File: config.mk
export PLATFORM = sky130hd
export DESIGN_NAME = serial_ripple_subtractor
export DESIGN_NICKNAME = d
export VERILOG_FILES = /design/src/rtl/serial_ripple_subtractor.sv
export SDC_FILE = /design/constraint.sdc
export NUM_CORES = 1
export LEC_CHECK = 0
export ABC_AREA = 1
export BUFFER_PORTS_ARGS = -buffer_cell sky130_fd_sc_hd__buf_2
export CAP_MARGIN = 20
export CELL_PAD_IN_SITES_DETAIL_PLACEMENT = 1
export CELL_PAD_IN_SITES_GLOBAL_PLACEMENT = 1
export CORE_UTILIZATION = 36
export DETAILED_ROUTE_END_ITERATION = 6
export GPL_TIMING_DRIVEN = 0
export PLACE_DENSITY = 0.78
export SLEW_MARGIN = 20
export SYNTH_ARGS = -nofsm -noshare
export SYNTH_HDL_FRONTEND = slang
export SYNTH_SLANG_ARGS = --single-unit
File: constraint.sdc
create_clock -name clk -period 1.2 [get_ports clk]
set_input_delay 0.36 -clock clk [delete_from_list [all_inputs] [get_ports clk]]
set_output_delay 0.36 -clock clk [all_outputs]
set_load 0.02 [all_outputs]
File: src/rtl/serial_ripple_subtractor.sv
// Bit-serial subtractor D = A - B - Bin, one bit per clock, LSB first, start/done handshake.
// Define SERIAL_SUB_OVF_EN to add the signed-overflow output Ovf.
module serial_ripple_subtractor #(
  parameter int SIZE = 4
) (
  input  logic            clk,
  input  logic            rst,
  input  logic            start,
  input  logic [SIZE-1:0] A,
  input  logic [SIZE-1:0] B,
  input  logic            Bin,
  output logic [SIZE-1:0] D,
  output logic            Bout,
  output logic            busy,
`ifdef SERIAL_SUB_OVF_EN
  output logic            Ovf,
`endif
  output logic            done
);

  localparam int CW = $clog2(SIZE + 1);

  typedef enum logic [1:0] {
    IDLE = 2'd0,
    RUN  = 2'd1,
    DONE = 2'd2
  } state_t;

  state_t          state;
  logic [SIZE-1:0] a_sr;
  logic [SIZE-1:0] b_sr;
  logic [SIZE-1:0] acc;
  logic            borrow;
  logic [CW-1:0]   cnt;

  logic a_bit, b_bit, d_bit, bo_bit, last, accept;

  always_comb begin
    a_bit  = a_sr[0];
    b_bit  = b_sr[0];
    d_bit  = a_bit ^ b_bit ^ borrow;
    bo_bit = (~a_bit & b_bit) | (~a_bit & borrow) | (b_bit & borrow);
    last   = (cnt == CW'(SIZE - 1));
    accept = start && (state != RUN);
  end

  always_ff @(posedge clk or posedge rst) begin
    if (rst) begin
      state  <= IDLE;
      a_sr   <= '0;
      b_sr   <= '0;
      acc    <= '0;
      borrow <= 1'b0;
      cnt    <= '0;
      D      <= '0;
      Bout   <= 1'b0;
      busy   <= 1'b0;
      done   <= 1'b0;
`ifdef SERIAL_SUB_OVF_EN
      Ovf    <= 1'b0;
`endif
    end else if (accept) begin
      // IDLE and DONE both accept a new request with the same capture.
      state  <= RUN;
      a_sr   <= A;
      b_sr   <= B;
      borrow <= Bin;
      acc    <= '0;
      cnt    <= '0;
      D      <= '0;
      busy   <= 1'b1;
      done   <= 1'b0;
    end else begin
      case (state)
        RUN: begin
          a_sr   <= a_sr >> 1;
          b_sr   <= b_sr >> 1;
          borrow <= bo_bit;
          acc    <= {d_bit, acc[SIZE-1:1]};
          cnt    <= cnt + 1'b1;
          if (last) begin
            state <= DONE;
            D     <= {d_bit, acc[SIZE-1:1]};
            Bout  <= bo_bit;
            busy  <= 1'b0;
            done  <= 1'b1;
`ifdef SERIAL_SUB_OVF_EN
            Ovf   <= borrow ^ bo_bit;
`endif
          end
        end
        DONE: begin
          state <= IDLE;
          done  <= 1'b0;
        end
        default: begin
          state <= IDLE;
          done  <= 1'b0;
        end
      endcase
    end
  end

endmodule
=== Word level (Yosys, flattened, before mapping) ===
Cells that the tools add are included.

* Output and inout bits: 7
* Bits in registers: 25
* Word-level logic and storage cells: 51
* Bits of input ports: 12

* Bitwise gates (word level): 9
* Eq/ne operators: 4
* Reductions and logical operators: 5
* Muxes and demuxes: 22
* $add $sub $neg: 1

{| class="wikitable"
|+ Operators by type and width
! operator !! count
|-
| $mux 4 || 9
|-
| $mux 1 || 8
|-
| $mux 2 || 3
|-
| $mux 3 || 2
|-
| $reduce_bool 2->1 || 2
|-
| $add 3x1->3 const B || 1
|-
| $and 1x1->1 || 3
|-
| $eq 3x2->1 const B || 1
|-
| $ne 3x3->1 const B || 1
|-
| $reduce_and 3->1 || 1
|-
| $eq 2x1->1 const B || 1
|-
| $ne 2x1->1 const B || 1
|-
| $not 1->1 || 2
|-
| $or 1x1->1 || 2
|-
| $reduce_and 2->1 || 1
|-
| $xor 1x1->1 || 2
|-
| $logic_and 1x1->1 || 1
|}

=== Longest topological paths before layout ===
Gate-level depths: netlist of run 1.

* Depth in word-level cells: 6
* Mapped depth: 6
* Depth with buffers taken out: 6

=== Worst setup path before layout of run 1 ===
Ideal clock, no wire load.

* Path type: flip-flop to flip-flop
* From: register cnt[0]
* To: register D[3]
* Stages on the path, launching flop included: 7
* Slack: 0.047 ns
* Period minus slack after synthesis: 1.153 ns
* Buffers on the path: 0
* Data arrival time: 1.035 ns
* Library setup time: 0.118 ns
* Path through: dfrtp_1 ha_1 ha_1 nand3_2 inv_2 nand2_1 nand2_1

* Longest elaborated chain between the ends: 3

{| class="wikitable"
|+ Ends and longest elaborated chain
! element !! line !! RTL
|-
| start: declaration || 34 || <nowiki>logic [CW-1:0] cnt;</nowiki>
|-
| start signal: assignment || 80 || <nowiki>cnt <= cnt + 1'b1;</nowiki>
|-
| $eq 3x2->1 || 43 || <nowiki>last = (cnt == CW'(SIZE - 1));</nowiki>
|-
| $reduce_bool 2->1 (no source line) || - ||
|-
| $reduce_and 2->1 (no source line) || - ||
|-
| end signal: assignment || 83 || <nowiki>D <= {d_bit, acc[SIZE-1:1]};</nowiki>
|-
| end: declaration || 12 || <nowiki>output logic [SIZE-1:0] D,</nowiki>
|}

No other way between the ends.
A chain may end at the register's enable or synchronous reset.

=== Worst setup path in the final report of run 1 ===
* From: register done
* To: output port done

{| class="wikitable"
|+ RTL lines
! element !! line !! RTL
|-
| start: declaration || 18 || <nowiki>output logic done</nowiki>
|-
| start signal: assignment || 58 || <nowiki>done <= 1'b0;</nowiki>
|-
| start signal: assignment || 72 || <nowiki>done <= 1'b0;</nowiki>
|-
| start signal: assignment || 86 || <nowiki>done <= 1'b1;</nowiki>
|}

No word-level cell between the ends.

==> results of run 1 <==
[power by group]
group	leakage (nW)	switching (mW)	internal [mW]
clock	0.0177	0.240	0.125
combinational	0.407	0.984	0.884
sequential	0.293	0.240	1.09
total	0.718	1.46	2.09
[sequential cells by signal (all words and copies together) (netlist names)]
signal	cells
Bout	1
D	4
a_sr	4
acc	3
b_sr	4
borrow	1
busy	1
cnt	3
done	1
state	1
[through the flow]
stage / worst slack (ns) / TNS (ns)
2_1_floorplan: 0.0473 / 0
6_report: -0.0358 / -0.161
3_5_place_dp: -0.0753 / -0.273
4_1_cts: -0.0603 / -0.337
5_1_grt: -0.0730 / -0.574
3_3_place_gp: -0.0424 / -0.155
[per-layer routing]
layer / track usage (%) / up-vias / share of wire (%)
met5: 0 / - / 0
met4: 10.8 / 0 / 2.0
met3: 2.46 / 6 / 2.5
met2: 29.3 / 18 / 52
met1: 22.4 / 417 / 43
li1: - / 419 / -
[worst register-to-register path, cell delays in order, from the launching register on]
cell and delay, ns:
dfrtp_1 0.39, inv_2 0.05, fa_2 0.59, nand2_1 0.06
nand2_1 0.05
[final cells by class]
class	instances	area, µm²
sequential	23	577
clock inverter	1	5.00
multi-input combinational	75	435
fill	310	1200
clock buffer	3	22.5
timing repair buffer	25	204
buffer	3	31.3
tap	30	37.5
inverter	11	51.3
[kinds of logic (layout without fill, tap and decap cells)]
family	after synthesis	in the layout	share of synthesized area, %
buf+inv	14	43	6.06
simple gates	69	69	31.1
compound gates	3	3	1.48
flops	23	23	56.9
fa+ha+maj	3	3	4.46
[cell usage in the layout, fill, tap and decap left out, drive strengths merged]
master	count
clkinv	1
fa	1
dfrtp	23
a21oi	1
nor2	3
inv	11
clkbuf	4
o21ai	2
buf	27
nand3	28
ha	2
nand2	38
[how the worst max path moves through the flow]
stage | end | slack, ns | cells past startpoint
final | done | -0.04 | 1
after global routing | done | -0.07 | 1
after CTS | D[0] | -0.06 | 1
after detailed placement | D[0] | -0.08 | 6
after global placement | D[2] | -0.04 | 6
after floorplan | D[3] | 0.05 | 6
[what timing repair did]
action / in CTS / in global routing
endpoints found under the setup margin: 15 / 27
gates resized for setup: 19 / 18
buffers inserted: 2 / 4
pin swaps: 4 / 3
hold endpoints to repair: 0 / 0
gates cloned: 0 / 1
==> results.toml, run 1 <==
[sta]
whs_ns = 0.201
max_freq_mhz = 809
skew_ns = 0.00128
worst_pin_slew_ns = 0.873
final_max_slew_viol_count = 0
period_share_pct = 103
rsz0062_at_grt = "yes"
relSlewSlack_pct = 41.7
setup_viol = 7
worst_slack_ns = -0.0358
hold_viol_final = 0
final.min_clock_period_ns = 1.24

[logic_synthesis]
synth_cell_types = 15
yosys-top-cells-count = "nand2_1 (37), nand3_1 (27), dfrtp_1 (23), inv_1 (7), inv_2 (4)"
synthFlopType = "dfrtp_1"
synthTopCellsByArea = "dfrtp_1 (57%), nand2_1 (14%), nand3_1 (13%)"
synth_top_cell_by_area = "dfrtp_1"
yosysSeqAreaShare_pct = 56.9
syn_inst = 112
synth_edf_count = 0
synth_top_area_share_pct = 56.9
yosys_warnings = 0
syn-mean-instance-area_um2 = 9.03
netlist_area_um2 = 1010
yosys.cell_count.top_type = "nand2_1"
syn-num-nets = 127
ys_seq_elements = 23
ys_async_sr_fraction_pct = 100

[cells_and_area]
drive_gt1_share_pct = 35.5
syn_to_final_growth_pct = 34.9
utilization_pct = 53.1
nNetsFinal = 157
final_cells = 171
fin_area_um2 = 1360
antennaDiodeCount = 0

[grt]
antenna_found_initial = 0
grt_pass1_vias = 784
grt_pass1_wl_um = 3620
grt_max_degree = 24
grt_usage_pct = 18.0
gr-total-overflow = 0

[worst_setup_path]
path_max_fanout = 2
timing.rr.end = "D[3]"
slowest_stage = "dfrtp_1"
required_ns = 0.84
critical_path_buf_inv_count = 1
end_kind = "output port"
cp-start-kind = "flop"
ff2ff_path_depth = 4
path_cells = "buf_6"
critPathKind = "flop to output port"
worst-r2r-setup-slack_ns = 0.01
path_delay_family = "flip-flops"
crit_start = "done"
cp.arrival_ns = 0.88
r2r_start = "b_sr[0]"
cp_slowest_stage_delay_ns = 0.42

[drt]
wire_per_inst_um = 14.0
totalWireLength_um = 2400
drt-initial-drc-count = 13
dr.pass1.iters = 4
ant_nets = 0
drc = 0
avgViaCountPerCell = 5.03
vias = 860

[clock_tree]
clock_latency_ns = 0.31
ctsHoldBuffers = 0
cts-buffers-inserted = 3
cts.sinks = 23
clkTransAtPathRegs_ns = 0.12
ctsHtreeMaxLevel = 1
cts_tree = "built"
clockBufferDepth = 2
cts_root_buf = "clkbuf_4"

[power_and_ir_drop]
power.leakage_nw = 0.718
power_mw = 3.56
ir_drop_v = 0.00142
p_per_area_nw_per_um2 = 2610

[placed_design]
dp_hpwl_um = 1610
place_inst = 160
place.gp.congestion = 0.675
place_area_um2 = 1140
port_buffers = 18

[floorplanning]
die_w_um = 55.0
initial_utilization_pct = 39.4
die_h_um = 55.0
dieArea_um2 = 3020
rows = 18
core_um2 = 2570
io_pins = 19

[flow_run]
maxCapViolations = 0

[status]
status = "finished, violations left"
violations = "setup timing"

[hold_path]
hold_class = "input pin to async pin"
Note: power is estimated with default switching activity, not from simulation.
==> run 2: changes to the inputs <==
==> constraint.sdc (replaced) <==
create_clock -name clk -period 1.2 [get_ports clk]
set_input_delay 0.12 -clock clk [delete_from_list [all_inputs] [get_ports clk]]
set_output_delay 0.12 -clock clk [all_outputs]
set_load 0.02 [all_outputs]
==> run 2 against run 1 <==
The run now ends clean; via count fell by 2.6%; global-route usage fell by 0.29 points; critical path depth grew 3; clock skew up 0.0029 ns; sequential share of layout area increased by 4.5 points; clock power grew 3%; largest power group unchanged.
==> results.toml, run 2 (synthesis gave the netlist of run 1 again) <==
[drt]
wire_per_inst_um = 13.5
ant_nets = 0
avgViaCountPerCell = 5.05
vias = 838
totalWireLength_um = 2240
drt-initial-drc-count = 11
drc = 0
dr.pass1.iters = 4

[power_and_ir_drop]
ir_drop_v = 0.00116
power.leakage_nw = 0.657
p_per_area_nw_per_um2 = 2500
power_mw = 3.08

[cells_and_area]
utilization_pct = 48.0
regArea_um2 = 576
multi_input_area_um2 = 412
syn_to_final_growth_pct = 21.8
nNetsFinal = 152
fillers = 325
antennaDiodeCount = 0
drive_gt1_share_pct = 29.4
mostFrequentLayoutCells = "nand2_1 (36), nand3_1 (27), dfrtp_1 (23)"
fin_area_um2 = 1230
layout_commonest_cell = "nand2_1"
largestRegisters = "D: 4 flops, a_sr: 4 flops, b_sr: 4 flops"

[worst_setup_path]
worst-r2r-setup-slack_ns = 0.02
cp.arrival_ns = 1.46
r2r_start = "b_sr[0]"
ff2ff_path_depth = 4
end_kind = "flop"
required_ns = 1.48
cp-start-kind = "flop"
path_max_fanout = 2
timing.rr.end = "acc[3]"
critPathKind = "flop to flop"

[sta]
final.min_clock_period_ns = 1.18
skew_ns = 0.00420
setup_viol = 0
whs_ns = 0.0228
max_freq_mhz = 849
worst_slack_ns = 0.0218
relSlewSlack_pct = 66.3
worst_pin_slew_ns = 0.504
rsz0062_at_grt = "yes"
period_share_pct = 98.2
hold_viol_final = 0
final_max_slew_viol_count = 0

[grt]
gr-total-overflow = 0
grt_max_degree = 24
antenna_found_initial = 0
grt_usage_pct = 17.7
grt_pass1_wl_um = 3570
grt_pass1_vias = 787

[clock_tree]
cts_tree = "built"
cts.sinks = 23
clockBufferDepth = 2
cts-buffers-inserted = 3
cts_root_buf = "clkbuf_4"
clock_latency_ns = 0.32
ctsHtreeMaxLevel = 1
clkTransAtPathRegs_ns = 0.13

[hold_path]
hold_path_end = "a_sr[3]"
hold_path_depth = 3
hold_path.startpoint = "A[3]"
hold_class = "input pin to flop"

[placed_design]
dp_hpwl_um = 1610
place_area_um2 = 1140
port_buffers = 18
place.gp.congestion = 0.675
post-place-ws_ns = -0.0753

[status]
status = "finished, final reports clean"

[floorplanning]
dieArea_um2 = 3020
io_pins = 19
die_h_um = 55.0
core_um2 = 2570
initial_utilization_pct = 39.4
die_w_um = 55.0
rows = 18

[flow_run]
maxCapViolations = 0
## run 2: cell count changes in the layout (fill, tap and decap cells not counted), moves of 2 or more
cell / previous run / this run
buf_2: 12 / 19
buf_6: 8 / 1
buf_4: 6 / 2
nand2_1: 32 / 36
nand2_2: 4 / 1
inv_2: 3 / 5
## run 2: worst max-delay path, stage by stage (launching register included)
cell and delay, ns:
dfrtp_1 0.38, inv_2 0.05, fa_2 0.58, nand2_1 0.06
nand2_1 0.05
## run 2: power breakdown
part,switching [mW],internal [mW]
logic,0.852,0.552
registers,0.218,1.08
clock network,0.251,0.125
total,1.32,1.76
## run 2: metal layers
| metal | part of all wire [%] | vias to the layer above | GRT usage [%] | wire length, µm |
|---|---|---|---|---|
| li1 | - | 409 | - | - |
| met1 | 46 | 407 | 21.9 | 1040 |
| met2 | 48 | 17 | 29.3 | 1080 |
| met3 | 3.3 | 5 | 2.46 | 73 |
| met4 | 2.4 | 0 | 10.0 | 53 |
| met5 | 0 | - | 0 | 0 |
## run 2: per-stage QoR
| stage | cells | TNS, ns |
|---|---|---|
| global route | 166 | -0.0773 |
| finish | 166 | 0 |
| CTS | 165 | -0.00658 |
| global placement | 160 | -0.155 |
| detailed placement | 160 | -0.273 |
| floorplan | 112 | 0 |
## run 2: how the worst max path moves through the flow
stage / start / endpoint / cells after the start
2_1_floorplan: cnt[0] / D[3] / 6
3_3_place_gp: cnt[0] / D[2] / 6
3_5_place_dp: cnt[0] / D[0] / 6
4_1_cts: borrow / acc[3] / 4
5_1_grt: b_sr[0] / D[3] / 4
6_report: b_sr[0] / acc[3] / 4
## run 2: what timing repair did
| action | in CTS | in global routing |
|---|---|---|
| setup endpoints to repair | 8 | 33 |
| setup buffers | 0 | 1 |
| pin swaps | 4 | 3 |
| endpoints found under the hold margin | 23 | 0 |
| resized for setup | 5 | 7 |
| hold buffers | 1 | 0 |
## run 2: area by class of cell
class | count | share of cell area (%)
Timing Repair Buffer | 20 | 8.74
Buffer | 3 | 1.93
Sequential cell | 23 | 46.7
Tap cell | 30 | 3.05
Clock inverter | 1 | 0.407
Clock buffer | 3 | 1.83
Inverter | 11 | 3.86
Multi-Input combinational cell | 75 | 33.4
==> run 3: changes to the inputs <==
--- a/config.mk
+++ b/config.mk
@@ -5,15 +5,15 @@
 export SDC_FILE = /design/constraint.sdc
 export NUM_CORES = 1
 export LEC_CHECK = 0
-export ABC_AREA = 1
 export BUFFER_PORTS_ARGS = -buffer_cell sky130_fd_sc_hd__buf_2
 export CAP_MARGIN = 20
 export CELL_PAD_IN_SITES_DETAIL_PLACEMENT = 1
 export CELL_PAD_IN_SITES_GLOBAL_PLACEMENT = 1
-export CORE_UTILIZATION = 36
+export CORE_UTILIZATION = 40
 export DETAILED_ROUTE_END_ITERATION = 6
 export GPL_TIMING_DRIVEN = 0
 export PLACE_DENSITY = 0.78
+export SKIP_LAST_GASP = 1
 export SLEW_MARGIN = 20
 export SYNTH_ARGS = -nofsm -noshare
 export SYNTH_HDL_FRONTEND = slang
==> run 3 against run 2 <==
The run now ends with setup timing left; setup slack got worse by 0.11 ns; maximum frequency decreased by 8.8%; core utilization increased by 4.6 points; via count decreased by 11%; cell count decreased by 9.6%; synthesized cell count decreased by 22%; first-iteration DRC count decreased by 45%.
==> results.toml, run 3 <==
[status]
status = "finished, violations left"
violations = "setup timing"

[cells_and_area]
fillers = 300
mostFrequentLayoutCells = "dfrtp_1 (22), buf_2 (18), mux2i_1 (15)"
drive_gt1_share_pct = 50.4
layout_commonest_cell = "dfrtp_1"
regArea_um2 = 577
syn_to_final_growth_pct = 24.3
largestRegisters = "D: 4 flops, a_sr: 4 flops, b_sr: 4 flops"
nNetsFinal = 135
antennaDiodeCount = 0
multi_input_area_um2 = 546

[sta]
setup_viol = 3
worst_slack_ns = -0.0914
relSlewSlack_pct = 66.0
setup_tns_ns = -0.176
hold_viol_final = 0
rsz0062_at_grt = "yes"
max_freq_mhz = 774
worst_pin_slew_ns = 0.509
final_max_slew_viol_count = 0
period_share_pct = 108
whs_ns = 0.0484
final.min_clock_period_ns = 1.29
skew_ns = 0.00148

[power_and_ir_drop]
power.leakage_nw = 0.728
p_clk_share_pct = 9.6
p_per_area_nw_per_um2 = 2540
swShare_pct = 34.5
net-switching-power_mw = 1.28
p_comb_share_pct = 54.8
power.internal_mw = 2.43
ir_drop_v = 0.00142
seqPwrFrac_pct = 35.6

[grt]
grt_pass1_wl_um = 3960
use_met2_pct = 29.3
gr-total-overflow = 0
grt-busiest-layer = "met2"
antenna_found_initial = 0
grt_util_met1_pct = 19.7
use_met3_pct = 4.19
grt_pass1_vias = 850
grt_usage_pct = 16.3
grt_max_degree = 24

[worst_setup_path]
critical_path_buf_inv_count = 1
required_ns = 1.41
cp-start-kind = "flop"
path_max_fanout = 2
path_cells = "inv_2 > fa_1 > mux2_2"
slowest_stage = "fa_1"
path_delay_family = "adder cells"
cp.arrival_ns = 1.50
critPathKind = "flop to flop"
end_kind = "flop"
cp_slowest_stage_delay_ns = 0.49

[floorplanning]
initial_utilization_pct = 42.3
core_um2 = 2780
rows = 19
io_pins = 19
die_h_um = 56.2
die_w_um = 56.2
dieArea_um2 = 3160

[drt]
wire_per_inst_um = 15.4
drc = 0
totalWireLength_um = 2310
ant_nets = 0
avgViaCountPerCell = 4.99
vias = 748
drt-initial-drc-count = 6
dr.pass1.iters = 2

[logic_synthesis]
syn-mean-instance-area_um2 = 13.5
yosys-top-cells-count = "dfrtp_1 (23), mux2i_1 (15), mux2_2 (8), mux2_4 (8), nand2b_1 (8)"
synth_top_area_share_pct = 48.9
synthFlopType = "dfrtp_1"
synth_cell_types = 19
yosysSeqAreaShare_pct = 48.9
ys_seq_elements = 23
synth_edf_count = 0
yosys.cell_count.top_type = "dfrtp_1"
yosys_warnings = 0
ys_async_sr_fraction_pct = 100
netlist_area_um2 = 1180
syn-num-nets = 102
syn_inst = 87
synthTopCellsByArea = "dfrtp_1 (49%), mux2i_1 (13%), mux2_4 (10%)"
synth_top_cell_by_area = "dfrtp_1"

[clock_tree]
cts_tree = "built"
cts_root_buf = "clkbuf_4"
cts.sinks = 23
clkTransAtPathRegs_ns = 0.12
cts-buffers-inserted = 3
ctsHtreeMaxLevel = 1
clock_latency_ns = 0.31
clockBufferDepth = 2

[placed_design]
place.gp.congestion = 0.653
port_buffers = 18
dp_hpwl_um = 1530

[flow_run]
maxCapViolations = 0

[hold_path]
hold_class = "input pin to flop"
-- run 3: kinds of logic (layout without fill, tap and decap cells) --
logic type      count (synthesis)  count (layout)  share of synthesized area, %
fa+ha+maj                       3               3                          3.83
compound gates                  2               2                          1.06
buf+inv                        11              43                          6.60
flops                          23              23                          48.9
mux                            31              31                          30.6
simple gates                   17              17                          8.94
-- run 3: cell type report --
type | count | area share, %
tap | 31 | 2.65
inverter | 6 | 1.80
clock buffer | 3 | 1.54
clock inverter | 1 | 0.342
sequential | 23 | 39.5
buffer | 3 | 2.65
multi-input combinational | 53 | 37.3
timing repair buffer | 30 | 14.2
-- run 3: path summary, 6_finish.rpt --
kind                            cells after the start  slack, ns  endpoint     from
worst min-delay path                                3       0.05   b_sr[3]     B[3]
min in group asynchronous                           3       0.37    cnt[0]      rst
worst min register to register                      1       0.53   b_sr[0]  b_sr[1]
worst max-delay path                                3      -0.09    acc[3]   borrow
max in group asynchronous                           3       0.51      done      rst
worst max register to register                      3      -0.09    acc[3]   borrow
-- run 3: routing by layer --
| layer | vias up | share of wire, % | routed length (µm) |
|---|---|---|---|
| met1 | 381 | 41 | 954 |
| li1 | 355 | - | - |
| met4 | 0 | 0.43 | 10 |
| met2 | 10 | 56 | 1280 |
| met5 | - | 0 | 0 |
| met3 | 2 | 2.6 | 61 |
-- run 3: what timing repair did --
item	4_1_cts	5_1_grt
pin swaps	1	2
resized for setup	3	1
setup endpoints to repair	12	33
buffers inserted	6	5
hold buffers	1	0
hold endpoints to repair	23	0
-- run 3: power by group through the flow --
| stage | registers [mW] | clock network (mW) | logic (mW) |
|---|---|---|---|
| floorplan | 1.40 | 0 | 1.20 |
| global placement | 1.31 | 0 | 1.58 |
| detailed placement | 1.34 | 0 | 1.65 |
| CTS | 1.32 | 0.378 | 1.85 |
| global route | 1.37 | 0.396 | 2.22 |
| finish | 1.32 | 0.358 | 2.04 |
-- run 3: worst register-to-register path, stage by stage (launching register included) --
cell and delay [ns]:
dfrtp_1 0.39, inv_2 0.05, fa_1 0.49, mux2_2 0.27
-- run 3: per-stage QoR --
step | util (%) | setup slack (ns) | power (mW) | instances | area [µm²]
2_1_floorplan | - | -0.0638 | 2.60 | 87 | 1200
3_3_place_gp | 47.6 | -0.0599 | 2.89 | 136 | 1330
3_5_place_dp | 47.6 | -0.0960 | 2.99 | 136 | 1330
4_1_cts | 50.6 | -0.0867 | 3.55 | 145 | 1410
5_1_grt | 52.5 | -0.127 | 3.98 | 150 | 1460
6_report | 52.5 | -0.0914 | 3.72 | 150 | 1460
